$ cat src/rtl/mchan_trans_arbiter_wq_pkg.sv
// Shared types and constants for the mchan transaction arbiter.
// The packed command layout also sets the default payload width.
package mchan_trans_arbiter_wq_pkg;

    localparam logic MCHAN_ARB_RR = 1'b0;
    localparam logic MCHAN_ARB_FP = 1'b1;

    typedef struct packed {
        logic [1:0]  sid;
        logic [1:0]  twd_tcdm_add;
        logic [1:0]  twd_ext_add;
        logic        twd_tcdm;
        logic        ble;
        logic        ile;
        logic        ele;
        logic        twd_ext;
        logic        inc;
        logic        opc;
        logic [8:0]  len;
        logic [9:0]  tcdm_add;
        logic [31:0] ext_add;
    } mchan_trans_t;

    function automatic int mchan_trans_width();
        return $bits(mchan_trans_t);
    endfunction

endpackage

$ cat src/rtl/mchan_rr_prio_sel.sv
// Rotating priority selector: the first set bit of the eligible vector at or
// after the start pointer wins, wrapping modulo N.
module mchan_rr_prio_sel #(
    parameter int N  = 4,
    parameter int IW = 2
) (
    input  logic [N-1:0]  elig,
    input  logic [IW-1:0] ptr,
    output logic [N-1:0]  win_oh,
    output logic [IW-1:0] win_idx,
    output logic          any_valid
);

    // Walk from the farthest position back to the pointer so the closest hit wins.
    always_comb begin
        win_oh    = '0;
        win_idx   = '0;
        any_valid = 1'b0;
        for (int k = N - 1; k >= 0; k--) begin
            if (elig[(int'(ptr) + k) % N]) begin
                win_oh                       = '0;
                win_oh[(int'(ptr) + k) % N]  = 1'b1;
                win_idx                      = IW'((int'(ptr) + k) % N);
                any_valid                    = 1'b1;
            end
        end
    end

endmodule

$ cat src/rtl/mchan_trans_arbiter_wq.sv
// N-channel transaction arbiter with weighted round-robin or fixed priority,
// an enable mask and a registered single-entry output slot.
module mchan_trans_arbiter_wq
    import mchan_trans_arbiter_wq_pkg::*;
#(
    parameter int NB_CTRLS      = 4,
    parameter int PAYLOAD_WIDTH = mchan_trans_width(),
    parameter int QUANTUM_WIDTH = 3,
    parameter int CID_WIDTH     = (NB_CTRLS > 1) ? $clog2(NB_CTRLS) : 1
) (
    input  logic                                   clk_i,
    input  logic                                   rst_ni,
    input  logic [NB_CTRLS-1:0]                    req_i,
    output logic [NB_CTRLS-1:0]                    gnt_o,
    input  logic [NB_CTRLS-1:0][PAYLOAD_WIDTH-1:0] payload_i,
    input  logic [NB_CTRLS-1:0]                    en_i,
    input  logic                                   mode_i,
    input  logic [NB_CTRLS-1:0][QUANTUM_WIDTH-1:0] quantum_i,
    output logic                                   req_o,
    input  logic                                   gnt_i,
    output logic [PAYLOAD_WIDTH-1:0]               payload_o,
    output logic [CID_WIDTH-1:0]                   cid_o,
    output logic                                   busy_o
);

    logic [NB_CTRLS-1:0]      elig;
    logic                     free;
    logic                     slot_q;
    logic [PAYLOAD_WIDTH-1:0] payload_q;
    logic [CID_WIDTH-1:0]     cid_q;

    logic [CID_WIDTH-1:0]     ptr_q;
    logic [CID_WIDTH-1:0]     owner_q;
    logic [QUANTUM_WIDTH-1:0] cnt_q;
    logic                     owner_v_q;

    logic [QUANTUM_WIDTH-1:0] quantum_sel;
    logic [QUANTUM_WIDTH-1:0] quantum_eff;
    logic                     rr_mode;
    logic                     keep;
    logic [CID_WIDTH-1:0]     sel_ptr;
    logic [NB_CTRLS-1:0]      sel_oh;
    logic [CID_WIDTH-1:0]     sel_idx;
    logic                     sel_valid;
    logic [CID_WIDTH-1:0]     win_idx;
    logic                     grant;

    assign elig        = req_i & en_i;
    assign free        = !slot_q || gnt_i;
    assign rr_mode     = (mode_i == MCHAN_ARB_RR);
    assign quantum_sel = quantum_i[owner_q];
    assign quantum_eff = (quantum_sel == '0) ? QUANTUM_WIDTH'(1) : quantum_sel;
    assign keep        = rr_mode && owner_v_q && elig[owner_q] && (cnt_q < quantum_eff);
    assign sel_ptr     = rr_mode ? ptr_q : '0;

    mchan_rr_prio_sel #(
        .N  (NB_CTRLS),
        .IW (CID_WIDTH)
    ) u_sel (
        .elig      (elig),
        .ptr       (sel_ptr),
        .win_oh    (sel_oh),
        .win_idx   (sel_idx),
        .any_valid (sel_valid)
    );

    assign win_idx = keep ? owner_q : sel_idx;
    // Gated by reset so no requester sees an accept while the slot is held in reset.
    assign grant   = rst_ni && free && sel_valid;

    always_comb begin
        gnt_o = '0;
        if (grant) begin
            gnt_o = keep ? '0 : sel_oh;
            gnt_o[win_idx] = 1'b1;
        end
    end

    always_ff @(posedge clk_i or negedge rst_ni) begin
        if (!rst_ni) begin
            slot_q    <= 1'b0;
            payload_q <= '0;
            cid_q     <= '0;
        end else if (free) begin
            slot_q <= sel_valid;
            if (sel_valid) begin
                payload_q <= payload_i[win_idx];
                cid_q     <= win_idx;
            end
        end
    end

    always_ff @(posedge clk_i or negedge rst_ni) begin
        if (!rst_ni) begin
            ptr_q     <= '0;
            owner_q   <= '0;
            cnt_q     <= '0;
            owner_v_q <= 1'b0;
        end else if (free) begin
            if (!rr_mode) begin
                owner_v_q <= 1'b0;
            end else if (keep) begin
                cnt_q <= cnt_q + QUANTUM_WIDTH'(1);
            end else if (sel_valid) begin
                owner_q   <= sel_idx;
                cnt_q     <= QUANTUM_WIDTH'(1);
                owner_v_q <= 1'b1;
                ptr_q     <= (int'(sel_idx) == NB_CTRLS - 1) ? '0 : sel_idx + CID_WIDTH'(1);
            end else begin
                owner_v_q <= 1'b0;
            end
        end
    end

    assign req_o     = slot_q;
    assign payload_o = payload_q;
    assign cid_o     = cid_q;
    assign busy_o    = slot_q || (|elig);

endmodule

$ cat config.mk
export PLATFORM = sky130hd
export DESIGN_NAME = mchan_trans_arbiter_wq
export DESIGN_NICKNAME = d
export VERILOG_FILES = /design/src/rtl/mchan_trans_arbiter_wq_pkg.sv /design/src/rtl/mchan_rr_prio_sel.sv /design/src/rtl/mchan_trans_arbiter_wq.sv
export SDC_FILE = /design/constraint.sdc
export NUM_CORES = 1
export LEC_CHECK = 0
export ABC_AREA = 1
export ABC_CLOCK_PERIOD_IN_PS = 2700
export BUFFER_PORTS_ARGS = -buffer_cell sky130_fd_sc_hd__clkbuf_2
export CORE_MARGIN = 4
export CORE_UTILIZATION = 43
export DETAILED_ROUTE_END_ITERATION = 6
export GPL_TIMING_DRIVEN = 0
export PLACE_DENSITY = 0.79
export SETUP_SLACK_MARGIN = 0.3
export SLEW_MARGIN = 20
export SYNTH_ARGS = -nofsm -noshare
export SYNTH_HDL_FRONTEND = slang
export SYNTH_SLANG_ARGS = --single-unit
$ cat constraint.sdc
create_clock -name clk_i -period 2.7 [get_ports clk_i]
set_clock_uncertainty 0.2 [all_clocks]
set_input_delay 0.135 -clock clk_i [delete_from_list [all_inputs] [get_ports clk_i]]
set_output_delay 0.135 -clock clk_i [all_outputs]
set_load 0.02 [all_outputs]
# Word-level counts from Yosys, hierarchy flattened
# Index checks and enable logic that the tools add are counted.
dict set report word_totals {
  ff_bits 75
  in_bits 280
  output_inout_bits 72
  elab_cells 106
}
dict set report classes {
  add_sub_neg 5
  order_cmp 12
  eq_ne 2
  n_mux 50
  bitwise_logic 7
  reduce_logical 23
}
# op n
set ops {}
lappend ops {{binary-select mux 64 bit (select 2 bit)} 1}
lappend ops {{two-way mux 64 bit} 1}
lappend ops {{two-way mux 4 bit} 6}
lappend ops {{two-way mux 1 bit} 20}
lappend ops {{two-way mux 2 bit} 7}
lappend ops {{less-than comparator 3 x 4 -> 1 bit, second input constant} 3}
lappend ops {{two-way mux 3 bit} 4}
lappend ops {{binary-select mux 1 bit (select 2 bit)} 5}
lappend ops {{demux 1 bit (select 2 bit)} 5}
lappend ops {{logical AND 1 bit} 10}
lappend ops {{greater-or-equal comparator 3 x 1 -> 1 bit, second input constant} 3}
lappend ops {{less-than comparator 2 x 3 -> 1 bit, second input constant} 3}
lappend ops {{binary-select mux 3 bit (select 2 bit)} 1}
lappend ops {{OR reduction 2 bit} 3}
lappend ops {{adder 2 x 1 -> 2 bit, second input constant} 2}
lappend ops {{adder 2 bit, second input constant} 2}
lappend ops {{bitwise AND 4 bit} 1}
lappend ops {{greater-or-equal comparator 2 x 1 -> 1 bit, second input constant} 2}
lappend ops {{bitwise OR 4 bit} 1}
lappend ops {{AND reduction 2 bit} 2}
lappend ops {{AND reduction 4 bit} 1}
lappend ops {{OR reduction 4 bit} 1}
lappend ops {{adder 3 x 1 -> 3 bit, second input constant} 1}
lappend ops {{bitwise AND 1 bit, first input constant} 3}
lappend ops {{other kinds (9)} 11}

# Logic depth before layout (Yosys ltp)
# Gate-level depths: netlist of the first run.
dict set report logic_depth {
  depth_word 18
  ltp_mapped 21
  mapped_depth_nobuf 18
}

# By module
# Synthesis of the first run repeated with hierarchy kept, for this count alone.
dict set report unflattened {
  cells_unflattened 1129
  hier_area_um2 6702.7
}
# mod instances cells_per_inst area_each_um2 seq_area_each_um2
set by_module_without_submodules {}
lappend by_module_without_submodules {mchan_trans_arbiter_wq 1 1043 6199.7 1876.8}
lappend by_module_without_submodules {mchan_rr_prio_sel 1 86 503.0 0.0}

# Worst setup path after synthesis of the first run
# Ideal clock, no wire load.
dict set report synth_timing {
  path_kind {register -> output}
  startpoint {register owner_q[0]}
  endpoint {output port gnt_o[0]}
  t_arrival_ns 2.481
  required_ns 2.365
  path_slack_ns -0.116
  stages_incl_launch_ff 18
  path_buffers 3
  path_cell_list {dfrtp_1 > buf_4 > inv_4 > nand2_1 > nand3_1 > nand2_1 > ha_1 > nor3_1 > nand3_1 > nor2_1 > nand2_2 > nand2_1 > o21ai_2 > inv_2 > buf_2 > buf_4 > nand2_1 > a21oi_1}
}
dict set report synth_via {
  elab_chain_cells 13
  word_cells_on_any_way 18
  classes_between {3 x order compare; 10 x mux; 1 x bitwise; 4 x reduce/logical}
}
# item line_no
set synth_lines {}
lappend synth_lines {{start: declaration} mchan_trans_arbiter_wq.sv:33} ;# logic [CID_WIDTH-1:0] owner_q;
lappend synth_lines {{start signal: assignment} mchan_trans_arbiter_wq.sv:105} ;# owner_q <= sel_idx;
lappend synth_lines {{binary-select mux 3 bit (select 2 bit)} mchan_trans_arbiter_wq.sv:51} ;# assign quantum_sel = quantum_i[owner_q];
lappend synth_lines {{two-way mux 3 bit (not written as such)} mchan_trans_arbiter_wq.sv:51}
lappend synth_lines {{zero test 3 bit} mchan_trans_arbiter_wq.sv:52} ;# assign quantum_eff = (quantum_sel == '0) ? QUANTUM_WIDTH'(1) : quantum_sel;
lappend synth_lines {{two-way mux 3 bit} mchan_trans_arbiter_wq.sv:52}
lappend synth_lines {{less-than comparator 3 bit} mchan_trans_arbiter_wq.sv:53} ;# assign keep = rr_mode && owner_v_q && elig[owner_q] && (cnt_q < quantum_eff);
lappend synth_lines {{logical AND 1 bit} mchan_trans_arbiter_wq.sv:53}
lappend synth_lines {{two-way mux 2 bit} mchan_trans_arbiter_wq.sv:67} ;# assign win_idx = keep ? owner_q : sel_idx;
lappend synth_lines {{less-than comparator 2 x 3 -> 1 bit (not written as such) or greater-or-equal comparator 2 x 1 -> 1 bit (tied branches)} mchan_trans_arbiter_wq.sv:75} ;# gnt_o[win_idx] = 1'b1;
lappend synth_lines {{logical AND 1 bit (not written as such)} mchan_trans_arbiter_wq.sv:75}
lappend synth_lines {{two-way mux 1 bit (not written as such)} mchan_trans_arbiter_wq.sv:75}
lappend synth_lines {{demux 1 bit (select 2 bit)} mchan_trans_arbiter_wq.sv:75}
lappend synth_lines {{bitwise OR 4 bit (no line) (*)} n/a}
lappend synth_lines {{two-way mux 4 bit (*)} mchan_trans_arbiter_wq.sv:73} ;# if (grant) begin
lappend synth_lines {{end: declaration} mchan_trans_arbiter_wq.sv:14} ;# output logic [NB_CTRLS-1:0] gnt_o,
# Mark *: on every way between the ends. The rest lies on a longest branch, timed or not. The select of a mux whose other input is x is not followed.

# Final worst setup path of the first run
dict set report layout_timing {
  startpoint {register ptr_q[1]}
  endpoint {output port gnt_o[0]}
}
dict set report layout_via {
  elab_chain_cells 16
  word_cells_on_any_way 63
  classes_between {3 x add/sub; 10 x order compare; 37 x mux; 4 x bitwise; 9 x reduce/logical}
}
# item line_no
set layout_lines {}
lappend layout_lines {{start: declaration} mchan_trans_arbiter_wq.sv:32} ;# logic [CID_WIDTH-1:0] ptr_q;
lappend layout_lines {{start signal: assignment} mchan_trans_arbiter_wq.sv:108} ;# ptr_q <= (int'(sel_idx) == NB_CTRLS - 1) ? '0 : sel_idx + CID_WIDTH'(1);
lappend layout_lines {{two-way mux 2 bit (*)} mchan_trans_arbiter_wq.sv:54} ;# assign sel_ptr = rr_mode ? ptr_q : '0;
lappend layout_lines {{adder 2 bit} {mchan_rr_prio_sel.sv:20, mchan_rr_prio_sel.sv:23}}
lappend layout_lines {{binary-select mux 1 bit (select 2 bit)} mchan_rr_prio_sel.sv:20} ;# if (elig[(int'(ptr) + k) % N]) begin
lappend layout_lines {{two-way mux 1 bit (not written as such) (2 in a row)} mchan_rr_prio_sel.sv:20}
lappend layout_lines {{two-way mux 2 bit (3 in a row)} mchan_rr_prio_sel.sv:20}
lappend layout_lines {{two-way mux 2 bit (*)} mchan_rr_prio_sel.sv:20}
lappend layout_lines {{named net sel_idx[1]} mchan_trans_arbiter_wq.sv:43} ;# logic [CID_WIDTH-1:0] sel_idx;
lappend layout_lines {{two-way mux 2 bit (*)} mchan_trans_arbiter_wq.sv:67}
lappend layout_lines {{less-than comparator 2 x 3 -> 1 bit (not written as such) or greater-or-equal comparator 2 x 1 -> 1 bit (tied branches)} mchan_trans_arbiter_wq.sv:75}
lappend layout_lines {{logical AND 1 bit (not written as such)} mchan_trans_arbiter_wq.sv:75}
lappend layout_lines {{two-way mux 1 bit (not written as such)} mchan_trans_arbiter_wq.sv:75}
lappend layout_lines {{demux 1 bit (select 2 bit) (*)} mchan_trans_arbiter_wq.sv:75}
lappend layout_lines {{bitwise OR 4 bit (no line) (*)} n/a}
lappend layout_lines {{two-way mux 4 bit (*)} mchan_trans_arbiter_wq.sv:73}
# Mark *: on every way through the listed nets, which the timed path passes. The rest lies on a longest branch. The select of a mux whose other input is x is not followed.

==> metrics.md, run 1 <==
| Metric | Value |
|---|---|
| Die H | 136 um |
| Core area | 15900 sq um |
| Failing checks | negative setup slack |
| Worst hold path class | in2reg |
| Synth warn | 0 |
| Slew Limit Fails | 0 |
| Final #Nets | 1829 |
| Peak supply drop | 0.000781 V |
| #FFs+latches synth | 75 |
| Total power | 14900 uW |
| Commonest non-fill, non-tap cells in the layout | 506 x nand2_1, 346 x clkbuf_2, 190 x nand3_1, 85 x nand3_2, 73 x dfrtp_1 |
| Crit Path Class | reg2out |
| Wire per inst | 17.5 um |
| Layout cells sized above 1 | 46.2% |
| Dpl hpwl | 21.9 mm |
| Max-Cap Viols | 0 |
| Fill cell total of the finished layout | 1335 |
| Post-synth top flop | dfrtp_1 |
| Routed Antenna Nets | 0 |
| Global Route Usage Sum | 30.2% |
| CTS HTree Levels | 3 |
| Syn nets | 1401 |
| Status | finished, violations left |
| Syn_area_per_cell | 6.32 sq um |
| WL final | 30.9 mm |
| Synth Cell Area | 7030 sq um |
| Worst-Margin Slew | 657 ps |
| Final worst slack | -256 ps |
| First-pass GRT wire length | 43.8 mm |
| Die Area | 18500 sq um |
| Share of the yosys chip area belonging to registers | 26.7% |
| CTS Root Cell | clkbuf_16 |
| CTS tree | built |
| Initial antenna violation count | 1 |
| Row Count | 46 |
| Fmax | 0.338 GHz |
| Finished Core Util | 69.6% |
| Die span in x | 136 um |
| Data required time of the worst path | 2370 ps |
| Maximum root-to-sink buffer count | 2 |
| Endpoints failing setup | 68 |
| Synth cell types | 29 |
| Clock Pin Slew Worst Setup and Hold Paths | 60 ps |
| Grt ovf | 0 |
| Sequential Area | 1880 sq um |
| Starting Density | 44.1% |
| Post-synth EDFFs | 0 |
| Power density cells | 1340 nW/um^2 |
| RSZ-0062 raised after global routing | true |
| Leak | 0.00655 uW |
| Startpoint class of the critical path | flop |
| Iter 0 DRT Violations | 667 |
| Clock latency on the worst-skew pair | 340 ps |
| Most common cell after layout, fill and taps aside | nand2_1 |
| First-pass DRT Iterations | 7 |
| Routability Congestion | 0.932 |
| Via density | 5.29 |
| Synthesis-to-finish area growth | 57.9% |
| Count of port buffers added during placement | 351 |
| Setup TNS | -8250 ps |
| Tmin final | 2960 ps |
| Critical-path maximum fanout | 4 |
| Largest net degree at the start of global routing | 42 |
| Total CTS buffers | 9 |
| Clock net sink count | 75 |
| Gate Count Post-Synth | 1113 |
| Crit path capture type | output port |
| Layout Cell Area excl Fill | 11100 sq um |
| Slew headroom | 55.8% |
| Async SR Flop Fraction | 100% |
| Vias in the first global route | 8813 |
| Final period util | 109% |
| Io pins | 352 |
| Multi-input gate area | 4980 sq um |
| DRC Markers | 0 |
| Vias | 9334 |
| Placed inst area | 9250 sq um |
| Crit path DAT | 2620 ps |
| Hold Fails Final Rpt | 0 |
-- critical path: stages, from the launching register on --
cell and delay, ps:
dfrtp_1 360, inv_2 60, nor2_4 100, inv_2 60
ha_4 290, inv_4 40, nand3_2 70, nand2_2 70
nand3_1 70, a21boi_2 390, nand2_4 90, o21ai_4 100
inv_2 80, buf_8 130, buf_12 120, nand2_4 50
a21oi_4 50, buf_8 140
-- cells in the mapped netlist (10+ instances only) --
| master | number | area (sq um) |
|---|---|---|
| nand2_1 | 581 | 2180 |
| nand3_1 | 195 | 976 |
| nand3_2 | 82 | 821 |
| dfrtp_1 | 75 | 1880 |
| buf_2 | 38 | 190 |
| buf_4 | 21 | 158 |
| inv_1 | 16 | 60.1 |
| clkbuf_1 | 13 | 48.8 |
| nor2_1 | 13 | 48.8 |
| nand2_2 | 11 | 68.8 |
| a21oi_1 | 10 | 50.1 |
| o21ai_0 | 10 | 50.1 |
-- power breakdown --
part	internal, uW	switching, uW
sequential	1640	357
clock	859	487
combinational	5010	6520
-- routing by layer --
layer  global-route usage [%]  share of wire [%]
met3                     5.37                8.7
met4                     15.5                4.8
met5                        0                  0
met2                     51.4                 48
met1                     36.7                 39
-- state kept, by name, indices dropped and copies added, names as in the netlist --
name	cells
cid_o	2
cnt_q	3
owner_q	2
owner_v_q	1
payload_o	64
ptr_q	2
req_o	1
-- final timing paths --
check / from / end / slack, ps / cells past startpoint
max: ptr_q[1] / gnt_o[0] / -260 / 17
min: payload_i[16] / payload_o[16] / 8 / 7
max reg2reg: ptr_q[1] / payload_o[30] / -170 / 23
min reg2reg: payload_o[52] / payload_o[52] / 280 / 2
max in group asynchronous: rst_ni / ptr_q[0] / 1850 / 3
min in group asynchronous: rst_ni / payload_o[0] / 200 / 3
-- timing repair --
| item | 4_1_cts | 5_1_grt |
|---|---|---|
| buffers inserted | 23 | 16 |
| hold buffers | 13 | 0 |
| endpoints found under the hold margin | 44 | 0 |
| setup endpoints to repair | 76 | 76 |
| pin swaps | 28 | 41 |
| cloned | 3 | 10 |
| resized for setup | 104 | 118 |
-- kinds of logic after synthesis --
group | Yosys count | share of synthesized area [%]
compound gates | 29 | 2.42
simple gates | 890 | 59.3
fa+ha+maj | 8 | 1.42
flops | 75 | 26.7
buf+inv | 111 | 10.2
-- per-stage QoR --
stage | setup slack (ps) | instances | hold slack (ps)
after floorplan | 184 | 1113 | -361
after global placement | -593 | 1680 | 262
after detailed placement | -552 | 1681 | -34.2
after CTS | -225 | 1736 | 1.32
after global routing | -344 | 1763 | 19.0
final | -256 | 1763 | 8.11
-- cell type report --
type / instances / area share [%]
multi-input combinational: 928 / 44.9
timing repair buffer: 416 / 23.7
sequential: 75 / 16.9
buffer: 86 / 8.00
tap: 216 / 2.43
clock buffer: 12 / 2.31
inverter: 25 / 1.05
clock inverter: 4 / 0.654
antenna: 1 / 0.0225
(Power assumes the default switching activity.)
==> run 2, diff against run 1 <==
--- a/config.mk
+++ b/config.mk
@@ -6,13 +6,14 @@
 export NUM_CORES = 1
 export LEC_CHECK = 0
 export ABC_AREA = 1
-export ABC_CLOCK_PERIOD_IN_PS = 2700
+export ABC_CLOCK_PERIOD_IN_PS = 3600
 export BUFFER_PORTS_ARGS = -buffer_cell sky130_fd_sc_hd__clkbuf_2
-export CORE_MARGIN = 4
-export CORE_UTILIZATION = 43
+export CORE_AREA = 4 4 136 138
+export CTS_BUF_LIST = sky130_fd_sc_hd__clkbuf_8
 export DETAILED_ROUTE_END_ITERATION = 6
+export DIE_AREA = 0 0 140 142
 export GPL_TIMING_DRIVEN = 0
-export PLACE_DENSITY = 0.79
+export PLACE_DENSITY = 0.72
 export SETUP_SLACK_MARGIN = 0.3
 export SLEW_MARGIN = 20
 export SYNTH_ARGS = -nofsm -noshare
==> constraint.sdc (replaced) <==
create_clock -name clk_i -period 3.6 [get_ports clk_i]
set_clock_uncertainty 0.2 [all_clocks]
set_input_delay 0.18 -clock clk_i [delete_from_list [all_inputs] [get_ports clk_i]]
set_output_delay 0.18 -clock clk_i [all_outputs]
set_load 0.02 [all_outputs]
==> run 2 against run 1 <==
Effect of this change: the flow now finishes without violations; sequential share of layout area rose by 2.4 points; utilization fell by 13 points; count of clock-buffer cells in the layout fell by 1; sequential cell count did not move; critical path type unchanged; largest power group unchanged; highest routed layer unchanged.
==> metrics.md, run 2 (synthesis results as in run 1) <==
| Metric | Value |
|---|---|
| Inst Count DP | 1690 |
| Iter 0 DRT Violations | 449 |
| Largest net degree at the start of global routing | 49 |
| Setup TNS | 0 ps |
| Slew headroom | 57.1% |
| Final std cells w/o fill | 1739 |
| Count of port buffers added during placement | 351 |
| Starting Density | 40.9% |
| Hold Fails Final Rpt | 0 |
| Clock power share | 7.0% |
| Maximum root-to-sink buffer count | 2 |
| Io pins | 352 |
| Initial antenna violation count | 0 |
| Die H | 142 um |
| Clock latency on the worst-skew pair | 370 ps |
| Vias | 8781 |
| Grt ovf | 0 |
| Crit path capture type | output port |
| Worst hold path class | in2reg |
| First-pass GRT wire length | 42.7 mm |
| Reg power frac | 17.1% |
| CTS Root Cell | clkbuf_8 |
| Routability Congestion | 0.969 |
| N_diodes | 0 |
| Global Route Usage Sum | 26.7% |
| Final period util | 89.0% |
| Clock net sink count | 75 |
| Layout cells sized above 1 | 38.8% |
| CTS HTree Levels | 3 |
| Worst-Margin Slew | 637 ps |
| Die Area | 19900 sq um |
| Startpoint class of the critical path | flop |
| Power density cells | 889 nW/um^2 |
| Wire per inst | 16.2 um |
| Peak supply drop | 0.000445 V |
| Slew Limit Fails | 0 |
| Cell Int Power | 3970 uW |
| Dpl hpwl | 22.2 mm |
| DRC Markers | 0 |
| Switching share of power | 54.1% |
| RSZ-0062 raised after global routing | false |
| Via density | 5.05 |
| Total CTS buffers | 9 |
| Critical-path maximum fanout | 6 |
| Status | complete, no violations |
| Endpoints failing setup | 0 |
| Final #Nets | 1797 |
| Multi-input gate area | 4530 sq um |
| First-pass DRT Iterations | 5 |
| Core area | 17200 sq um |
| Die span in x | 140 um |
| Data required time of the worst path | 3220 ps |
| CTS tree | built |
| Commonest non-fill, non-tap cells in the layout | 577 x nand2_1, 348 x clkbuf_2, 193 x nand3_1, 84 x nand3_2, 74 x dfrtp_1 |
| Fill cell total of the finished layout | 1750 |
| P_sw | 4680 uW |
| Fmax | 0.312 GHz |
| Synthesis-to-finish area growth | 38.4% |
| Clock Pin Slew Worst Setup and Hold Paths | 80 ps |
| Max-Cap Viols | 0 |
| Vias in the first global route | 8333 |
| WL final | 28.2 mm |
| Routed Antenna Nets | 0 |
| Sequential Area | 1880 sq um |
| Largest register FFs | 64 |
| Leak | 0.00600 uW |
| Crit Path Class | reg2out |
| Tmin final | 3210 ps |
| Most common cell after layout, fill and taps aside | nand2_1 |
| Crit path DAT | 2830 ps |
| Row Count | 48 |
| Gate power share | 76.0% |
run 2: path summary, 6_finish.rpt:
| check | from | end | slack [ps] | depth (start not counted) |
|---|---|---|---|---|
| setup / recovery | owner_q[1] | gnt_o[2] | 390 | 17 |
| hold / removal | payload_i[175] | payload_o[47] | 10 | 7 |
| setup reg to reg | owner_q[1] | payload_o[25] | 520 | 19 |
| hold reg to reg | payload_o[54] | payload_o[54] | 280 | 2 |
| max in group asynchronous | rst_ni | owner_q[1] | 2440 | 3 |
| min in group asynchronous | rst_ni | payload_o[1] | 130 | 2 |
run 2: layout make-up:
class,count,share of cell area (%)
clock buffer,11,1.56
inverter,25,1.04
sequential,75,19.3
timing repair buffer,385,21.6
tap,225,2.89
buffer,86,6.88
multi-input combinational,927,46.5
clock inverter,5,0.231
run 2: stage by stage:
step / hold WS [ps] / utilization [%] / cell area, sq um / power [uW] / setup slack [ps]
final: 14.5 / 56.7 / 9740 / 8650 / 395
after global routing: 42.9 / 56.7 / 9740 / 9430 / 227
after global placement: 260 / 52.8 / 9070 / 7580 / 149
after detailed placement: -14.8 / 53.0 / 9100 / 7660 / 165
after CTS: 2.15 / 55.9 / 9590 / 8520 / 308
after floorplan: -316 / - / 7030 / 5880 / 739
run 2: power groups by stage:
stage / logic, uW / registers (uW) / clock network [uW]
floorplan: 4040 / 1840 / 0
global placement: 6110 / 1470 / 0
detailed placement: 6190 / 1470 / 0
CTS: 6430 / 1470 / 621
global route: 7260 / 1520 / 651
finish: 6570 / 1480 / 603
run 2: what timing repair did:
action                                  CTS  global route
hold buffers                             13             0
hold endpoints to repair                 81             0
setup buffers                            11             9
resized for setup                        30            23
pin swaps                                 6             8
endpoints found under the setup margin    6            68
run 2: critical path: stages, from the launching register on:
cell and delay, ps:
dfrtp_2 460, inv_2 170, nand3_1 120, nand2_2 120, ha_4 210, nand2_1 90
nand3_2 100, nor2_4 170, nand2_4 100, buf_6 130, nand2_4 80, buf_12 110
buf_12 90, nand2_4 40, inv_2 60, nand2_1 60, a21oi_2 170, clkbuf_8 170
run 2: routing by layer:
layer | global-route usage, % | part of all wire (%) | up-vias
met3 | 5.04 | 8.3 | 69
met1 | 33.0 | 40 | 3920
met5 | 0 | 0 | -
met2 | 45.9 | 47 | 422
li1 | - | - | 4370
met4 | 11.5 | 4.1 | 0
